## src/rtl/dmem_port_arbiter.sv

```systemverilog
`default_nettype none
// +--------------------------------------------------------------------------+
// | dmem_port_arbiter: shares one single-port data memory between the CPU     |
// | MM-stage port (fixed priority) and a host/debug port. Defining            |
// | DMEM_ARB_STARVE_EN adds a starvation guard that forces a host grant.      |
// | Revision: 1.0                                                             |
// +--------------------------------------------------------------------------+
module dmem_port_arbiter #(
  parameter int AW           = 12,
  parameter int DW           = 32,
  parameter int STARVE_LIMIT = 4
) (
  input  logic          clk,
  input  logic          rst,
  input  logic          cpu_req,
  input  logic          cpu_we,
  input  logic [AW-1:0] cpu_addr,
  input  logic [DW-1:0] cpu_wdata,
  output logic          cpu_gnt,
  output logic          cpu_stall,
  output logic          cpu_rvalid,
  output logic [DW-1:0] cpu_rdata,
  input  logic          host_req,
  input  logic          host_we,
  input  logic [AW-1:0] host_addr,
  input  logic [DW-1:0] host_wdata,
  output logic          host_gnt,
  output logic          host_rvalid,
  output logic [DW-1:0] host_rdata,
  output logic [AW-1:0] mem_addr,
  output logic [DW-1:0] mem_in,
  output logic          mem_we,
  input  logic [DW-1:0] mem_out
);

  localparam logic [1:0] OWN_NONE = 2'd0;
  localparam logic [1:0] OWN_CPU  = 2'd1;
  localparam logic [1:0] OWN_HOST = 2'd2;

  logic       force_host;
  logic [1:0] rd_owner_q;
  logic [1:0] rd_owner_d;

`ifdef DMEM_ARB_STARVE_EN
  localparam logic [0:0] ST_NORMAL     = 1'b0;
  localparam logic [0:0] ST_FORCE_HOST = 1'b1;
  localparam logic [7:0] LIMIT         = 8'(STARVE_LIMIT);

  logic [0:0] state_q;
  logic [0:0] state_d;
  logic [7:0] wait_cnt_q;
  logic [7:0] wait_cnt_d;

  always_ff @(posedge clk or negedge rst) begin
    if (!rst) begin
      state_q    <= ST_NORMAL;
      wait_cnt_q <= 8'd0;
    end else begin
      state_q    <= state_d;
      wait_cnt_q <= wait_cnt_d;
    end
  end

  // Counter looks at this cycle's grant, so the force decision uses the
  // value the counter is about to take.
  always_comb begin
    wait_cnt_d = 8'd0;
    if (host_req && !host_gnt) begin
      wait_cnt_d = (wait_cnt_q == 8'hFF) ? 8'hFF : wait_cnt_q + 8'd1;
    end
    state_d = ST_NORMAL;
    case (state_q)
      ST_NORMAL:     state_d = (wait_cnt_d == LIMIT) ? ST_FORCE_HOST : ST_NORMAL;
      ST_FORCE_HOST: state_d = ST_NORMAL;
      default:       state_d = ST_NORMAL;
    endcase
  end

  always_comb begin
    force_host = (state_q == ST_FORCE_HOST);
  end
`else
  assign force_host = 1'b0;
`endif

  // Grants are suppressed while reset is asserted so nothing reaches memory.
  always_comb begin
    cpu_gnt  = 1'b0;
    host_gnt = 1'b0;
    if (rst) begin
      if (force_host) begin
        host_gnt = host_req;
      end else if (cpu_req) begin
        cpu_gnt = 1'b1;
      end else if (host_req) begin
        host_gnt = 1'b1;
      end
    end
  end

  assign cpu_stall = cpu_req & ~cpu_gnt;

  always_comb begin
    mem_addr = '0;
    mem_in   = '0;
    mem_we   = 1'b0;
    if (cpu_gnt) begin
      mem_addr = cpu_addr;
      mem_in   = cpu_wdata;
      mem_we   = cpu_we;
    end else if (host_gnt) begin
      mem_addr = host_addr;
      mem_in   = host_wdata;
      mem_we   = host_we;
    end
  end

  always_comb begin
    rd_owner_d = OWN_NONE;
    if (cpu_gnt && !cpu_we) begin
      rd_owner_d = OWN_CPU;
    end else if (host_gnt && !host_we) begin
      rd_owner_d = OWN_HOST;
    end
  end

  always_ff @(posedge clk or negedge rst) begin
    if (!rst) begin
      rd_owner_q <= OWN_NONE;
    end else begin
      rd_owner_q <= rd_owner_d;
    end
  end

  assign cpu_rvalid  = (rd_owner_q == OWN_CPU);
  assign host_rvalid = (rd_owner_q == OWN_HOST);
  assign cpu_rdata   = mem_out;
  assign host_rdata  = mem_out;

endmodule
`default_nettype wire
```

## config.mk

```make
export PLATFORM = sky130hd
export DESIGN_NAME = dmem_port_arbiter
export DESIGN_NICKNAME = d
export VERILOG_FILES = /design/src/rtl/dmem_port_arbiter.sv
export SDC_FILE = /design/constraint.sdc
export NUM_CORES = 1
export LEC_CHECK = 0
export ABC_AREA = 0
export BUFFER_PORTS_ARGS = -buffer_cell sky130_fd_sc_hd__buf_4
export CAP_MARGIN = 20
export CORE_AREA = 2 2 92 94
export DETAILED_ROUTE_END_ITERATION = 8
export DIE_AREA = 0 0 94 96
export PLACE_DENSITY = 0.59
export SYNTH_ARGS = -nofsm -noshare
export SYNTH_HDL_FRONTEND = slang
export SYNTH_SLANG_ARGS = --single-unit
```

## constraint.sdc

```tcl
create_clock -name clk -period 0.8 [get_ports clk]
set_input_delay 0.04 -clock clk [delete_from_list [all_inputs] [get_ports clk]]
set_output_delay 0.04 -clock clk [all_outputs]
set_load 0.005 [all_outputs]
```

# After elaboration in Yosys (flattened, before gate mapping)
# Index checks and enable logic that the tools add are counted.
[classes]
n_reduce_logical = 4
n_eq_ne = 2
muxes = 13
bitwise = 2
[op_table]
columns = ["cell", "n"]
rows = [
  ["2-to-1 mux 32 bit", 2],
  ["2-to-1 mux 12 bit", 2],
  ["2-to-1 mux 1 bit", 7],
  ["2-to-1 mux 2 bit", 2],
  ["== test 2 x 1 -> 1 bit (second input constant)", 1],
  ["== test 2 bit (second input constant)", 1],
  ["logical AND 1 bit", 2],
  ["logical NOT 1 bit", 2],
  ["AND 1 bit", 1],
  ["NOT 1 bit", 1],
]
[totals]
elab_cells = 22
regBits = 2

# Depth between registers and ports, before layout
# Gate-level depths: netlist (run 1).
[depth]
ltp_word = 6
ltp_mapped = 5

# Worst setup path before layout (run 1)
# No wires, ideal clock.
[synth_timing]
kind = "input port to output port"
startpoint = "input port rst"
endpoint = "output port mem_addr[11]"
slack_ps = 134
arrival_time_ps = 626
stages = 4
path_buffers = 2
t_required_ps = 760
cell_sequence = "buf_2 -> and2_1 -> buf_6 -> a32o_1"
[synth_via]
word_cells_on_any_way = 4
classes_between = "4 x mux"
[synth_lines]
columns = ["element", "line_no", "text"]
rows = [
  ["start, declared", "14", "input logic rst,"],
  ["2-to-1 mux 1 bit", "90", "if (rst) begin"],
  ["net cpu_gnt", "19", "output logic cpu_gnt,"],
  ["2-to-1 mux 12 bit", "107", "if (cpu_gnt) begin"],
  ["end, declared", "30", "output logic [AW-1:0] mem_addr,"],
]
# The timed path passes the listed nets, and every way through them passes these cells.

# Worst setup path after layout (run 1)
[layout_timing]
startpoint = "register rd_owner_q[1]"
endpoint = "output port host_rvalid"
[layout_via]
elab_chain_cells = 1
[layout_rtl]
columns = ["element", "line_no", "text"]
rows = [
  ["start, declared", "41", "logic [1:0] rd_owner_q;"],
  ["start signal, assigned", "131", "rd_owner_q <= rd_owner_d;"],
  ["== test 2 bit", "136", "assign host_rvalid = (rd_owner_q == OWN_HOST);"],
  ["end, declared", "28", "output logic host_rvalid,"],
]
# Every way passes these cells.

==> results of run 1 <==
critical path: stages (launching register included):
cell,delay (ns)
dfrtp_1,0.36
nor2b_1,0.13
buf_4,0.13
metrics by stage:
step,cells,instance area [um2],hold slack (ns)
2_1_floorplan,225,1361,-0.2556
3_3_place_gp,396,2022,0.02492
3_5_place_dp,396,2022,0.02679
4_1_cts,402,2160,0.08005
5_1_grt,411,2482,0.08002
6_report,411,2482,0.08000
cell type report:
type	instances	area, um2	area share (%)
inverters	1	3.754	0.1512
multi-input cells	138	847.1	34.12
flip-flops and latches	2	50.05	2.016
repair buffers	162	1409	56.75
clock buffers	3	41.29	1.663
well taps	105	131.4	5.292
power by group:
group          switching (W)  internal (W)  total, W
Sequential        0.00000136      0.000105  0.000107
Combinational       0.000490      0.000729   0.00122
Clock              0.0000763      0.000318  0.000394
how the worst max path moves through the flow:
stage,startpoint,end,slack [ns],cells past startpoint
final,rd_owner_q[1],host_rvalid,-0.07,2
after global routing,rd_owner_q[0],host_rvalid,-0.11,2
after CTS,rd_owner_q[1],host_rvalid,-0.08,2
after detailed placement,cpu_req,mem_addr[10],-0.09,5
after global placement,cpu_req,mem_addr[10],-0.05,5
after floorplan,rst,mem_addr[11],0.13,4
kinds of logic after synthesis:
| family | count (synthesis) | share of synthesized area, % |
|---|---|---|
| and+or+nand+nor | 93 | 31.80 |
| buffers and inverters | 85 | 46.87 |
| DFF | 2 | 3.677 |
| AOI/OAI and AO/OA | 45 | 17.65 |
timing repair:
action | 4_1_cts | 5_1_grt
setup endpoints to repair | 44 | 30
hold buffers | 3 | 0
pin swaps | 0 | 30
gates cloned | 0 | 7
setup buffers | 0 | 2
resized for setup | 22 | 37
hold endpoints to repair | 4 | 0
layer usage:
metal / vias to the layer above / global-route usage (%)
li1: 849 / -
met5: - / 0
met3: 26 / 2.584
met1: 823 / 8.400
met2: 141 / 20.18
met4: 0 / 4.952
layout by cell type (no fill, tap or decap):
cell / synthesis / final
a32o_1: 3 / 3
and2_1: 1 / 1
buf_12: 0 / 4
buf_4: 68 / 143
buf_6: 7 / 4
buf_8: 0 / 2
clkbuf_16: 0 / 6
clkbuf_8: 0 / 3
dfrtp_1: 2 / 2
dlygate4sd3_1: 0 / 3
inv_1: 1 / 1
nand2_1: 42 / 41
nand2_2: 0 / 1
nand2b_4: 1 / 1
nand3_1: 42 / 42
nor2_2: 0 / 1
nor2b_1: 5 / 5
nor3_2: 1 / 1
o21ai_1: 38 / 1
o21ai_2: 0 / 39
o21ai_4: 0 / 2
==> metrics.md, run 1 <==
| Metric | Value |
|---|---|
| Status | complete, but fails checks |
| Failing checks | setup timing |
| Hold crit path type | in -> out |
| Final WS setup | -0.06599 ns |
| Num rows | 33 |
| Die Width | ~94 um |
| Syn Std Cell Area | around 1400 um2 |
| Most flops, register | rd_owner_q |
| Post-synth top area share | roughly 38% |
| Global-route wire length before repair | roughly 7.0 mm |
| Largest register FFs | 2 |
| RePlAce Congestion | approximately 0.76 |
| Library cells used by synthesis | 15 |
| Final Slew Violations | 0 |
| Metal-1 WL | 1.989 mm |
| Die Y-Extent | ~96 um |
| Static leakage | between 1 and 1.5 nW |
| Final Setup Violations | 43 |
| H-Tree Depth | 1 |
| DR pass1 iterations | 4 |
| Sum Neg Setup Slack | -1.445 ns |
| GRT Total Usage | about a tenth |
| TritonCTS Sinks | 2 |
| Worst vdd ir | approximately 0.34 mV |
| Syn nets | between 300 and 400 |
| Vias in the first global route | 1456 |
| Most frequent cell after synthesis | buf_4 |
| Yosys warns | 0 |
| Rel. slew slack | a little over four fifths |
| Nature of the critical path endpoint | output port |
| Final net count | approximately 430 |
| Yosys top cell by area | buf_4 |
| Synthesized flop and latch total | 2 |
| Sequential element share of the synthesized area | between 3 and 4% |
| Final critical-path share of the clock period | 108.2% |
| Starting Density | 16.91% |
| Clock buffer depth | 2 |
| I/O Buffers | ~140 |
| Pwr Total | between 0.0015 and 0.002 W |
| Worst-path clk slew | 0.03 ns |
| RSZ-0062 raised after global routing | yes |
| Pwr dens | approximately 690 nW/um2 |
| Worst Path Required | 0.76 ns |
| Core Util, Final | a little under a third |
| WL per Instance | approximately 16 um |
| Critical Path Fanout Max | 2 |
| DRT iter0 DRCs | between 40 and 50 |
| Die area | around 9000 um2 |
| Top flop regs | rd_owner_q (2) |
| Grt total ovfl | 0 |
| Ant diodes | 0 |
| Final wirelength | approximately 6.4 mm |
| Peak Freq | ~1.2 GHz |
| Number of flops mapped to enable cells by yosys | 0 |
| Worst Setup Start Kind | flop |
| Fill cell count | a little under 900 |
| Top cells by count, synth | buf_4, nand2_1, nand3_1 |
| Met2 wire len | 3.510 mm |
| Crit Path Category | reg -> out |
| Max-cap violations | 0 |
| Area delta synth->final | 82.35% |
| Clock root cell | clkbuf_8 |
| Via count | 1839 |
| Final hold viol count | 0 |
| Worst Hold End | host_rdata[20] |
| DRC errors left | 0 |
| Dominant synthesized flop cell | dfrtp_1 |
| Final worst path period need | between 0.8 and 0.9 ns |
| Via/cell ratio | between 4 and 5 |
| Detailed Place HPWL | approximately 4.3 mm |
| Routed wl met3 | 688 um |
| Worst Max-Slew Pin Slew | 0.2282 ns |
| Pre-CTS setup slack | -0.09438 ns |
| Post-Syn Instances | approximately 230 |
| Clock buffer count from CTS | 3 |
| Hold_sp | mem_out[20] |
| Max layer used | met4 |
| Antenna-violating nets left | 0 |
| WP data arrival | around 0.83 ns |
| Largest net degree at the start of global routing | 50 |
| Worst Hold Depth | 0 |
| Core area | between 8000 and 9000 um2 |
| Initial antenna violation count | 0 |
| CTS tree | built |
| Average size of a mapped cell | approximately 6.1 um2 |
| Share of layout cells above drive strength 1 | around two thirds |
| Synth area leaders | buf_4, nand3_1, o21ai_1, nand2_1, buf_6 |
| Ys async rst share | 100.0% |
| IO Count | 240 |
Power figures use the tool's default switching activity.
==> run 2: changes to the inputs <==
RECOVER_POWER = 50   (was not set)
SETUP_SLACK_MARGIN = 0.2   (was not set)
SLEW_MARGIN = 0   (was not set)
==> metrics.md, run 2 (synthesized netlist as in run 1, its figures left out) <==
| Metric | Value |
|---|---|
| Largest net degree at the start of global routing | 40 |
| Nature of the critical path endpoint | output port |
| DR pass1 iterations | 4 |
| Clock root cell | clkbuf_8 |
| CTS tree | built |
| Detailed Place HPWL | 4.144 mm |
| WP data arrival | 0.85 ns |
| Max-cap violations | 0 |
| Worst hold slack | -0.01067 ns |
| Failing checks | hold timing, setup timing |
| RePlAce Congestion | 0.6913 |
| Worst Hold End | rd_owner_q[0] |
| H-Tree Depth | 1 |
| DP Area | between 2000 and 2500 um2 |
| I/O Buffers | ~140 |
| Largest register FFs | 2 |
| CP max stage delay | roughly 0.24 ns |
| Final WS setup | -0.08550 ns |
| GRT Total Usage | 9.844% |
| Hold_sp | cpu_we |
| IO Count | 240 |
| Die Width | 94 um |
| Status | complete, but fails checks |
| Commonest non-fill, non-tap cell in the layout | buf_4 |
| Initial antenna violation count | 0 |
| Rel. slew slack | between 80% and 90% |
| Worst vdd ir | between 0.3 and 0.4 mV |
| Worst Hold Depth | 2 |
| Via/cell ratio | about 4.4 |
| Core area | between 8000 and 9000 um2 |
| Share of layout cells above drive strength 1 | approximately 70% |
| Final hold viol count | 2 |
| Worst-path clk slew | 0.03 ns |
| Final net count | ~440 |
| Pwr dens | 684.9 nW/um2 |
| CP max-delay cell | nand2b_4 |
| Die area | roughly 9000 um2 |
| DRT iter0 DRCs | 46 |
| Num rows | 33 |
| Final Setup Violations | between 40 and 50 |
| Critical Path Fanout Max | 8 |
| Fill cell count | around 850 |
| Pre-CTS setup slack | -0.05405 ns |
| Worst-path cell chain | buf_8, nand2b_4, clkbuf_16, o21ai_2, buf_4 |
| Final critical-path share of the clock period | 110.7% |
| Hold crit path type | in -> reg |
| Die Y-Extent | between 90 and 100 um |
| Top flop regs | rd_owner_q (2) |
| Final worst path period need | approximately 0.9 ns |
| Area delta synth->final | 87.59% |
| DRC errors left | 0 |
| Hold_buf cts | 1 |
| RSZ-0062 raised after global routing | yes |
| Final wirelength | between 6 and 7 mm |
| Static leakage | roughly 1.3 nW |
| Crit Path Category | in -> out |
| Clock buffer depth | 2 |
| Global-route wire length before repair | 7.169 mm |
| Peak Freq | roughly 1.1 GHz |
| WL per Instance | approximately 15 um |
| Most frequent cells in the layout | buf_4, nand2_1, nand3_1, o21ai_2, buf_6 |
| TritonCTS Sinks | 2 |
| Most flops, register | rd_owner_q |
| Worst Setup Start Kind | primary input |
| Ant diodes | 0 |
| Worst Path Required | around 0.76 ns |
| Vias in the first global route | about 1500 |
| Worst Max-Slew Pin Slew | 0.2385 ns |
| Via count | between 1500 and 2000 |
| Final Slew Violations | 0 |
| Design Area, Final | ~2600 um2 |
| Starting Density | roughly 17% |
| Antenna-violating nets left | 0 |
| Grt total ovfl | 0 |
| Clock buffer count from CTS | 3 |
-- run 2: timing repair --
action,CTS,global route
hold endpoints to repair,4,2
buffers inserted,3,4
pin swaps,4,20
gates resized for setup,27,19
cloned,0,8
endpoints found under the setup margin,49,50
-- run 2: worst max-delay path by stage --
| stage | startpoint | endpoint | slack (ns) | cells after the start |
|---|---|---|---|---|
| after floorplan | rst | mem_addr[11] | 0.15 | 4 |
| after global placement | cpu_req | mem_addr[9] | -0.04 | 5 |
| after detailed placement | cpu_req | mem_in[20] | -0.05 | 5 |
| after CTS | rd_owner_q[0] | cpu_rvalid | -0.07 | 2 |
| after global routing | cpu_req | mem_in[21] | -0.12 | 5 |
| final | cpu_req | mem_addr[5] | -0.09 | 5 |
-- run 2: metrics by stage --
step / std cells / hold WS, ns / power (W) / utilization [%] / TNS, ns
detailed placement: 396 / 0.05376 / 0.001128 / 26.37 / -0.3348
floorplan: 225 / -0.2556 / 0.0007796 / - / 0
global placement: 396 / 0.06049 / 0.001116 / 26.37 / -0.1421
global route: 415 / -0.009576 / 0.001887 / 31.72 / -4.414
finish: 415 / -0.01067 / 0.001749 / 31.72 / -2.168
CTS: 403 / -0.01498 / 0.001603 / 28.38 / -0.1573
-- run 2: final cells by class --
class                      instances  area (um2)  share of cell area, %
clock buffer                       3       41.29                  1.617
tap                              105       131.4                  5.145
sequential                         2       50.05                  1.960
multi-input combinational        138       863.3                  33.81
inverter                           1       3.754                 0.1470
timing repair buffer             166        1464                  57.32
-- run 2: worst max-delay path: cells and delay by family --
kind	cells	cell delay, ns
buf+inv	3	0.44
compound gates	1	0.12
simple gates	1	0.24
-- run 2: power breakdown --
part | leakage, nW | switching (W) | internal [W]
Combinational | 1.23 | 0.000489 | 0.000762
Clock | 0.0216 | 0.0000740 | 0.000318
Sequential | 0.0272 | 0.00000165 | 0.000105
Total | 1.28 | 0.000564 | 0.00118
-- run 2: per-layer routing --
layer  GRT usage, %  part of all wire (%)  vias up
met2          19.70                    54      126
li1               -                     -      858
met4          4.831                   3.1        0
met1          8.677                    30      803
met3          3.367                    13       24
met5              0                     0        -
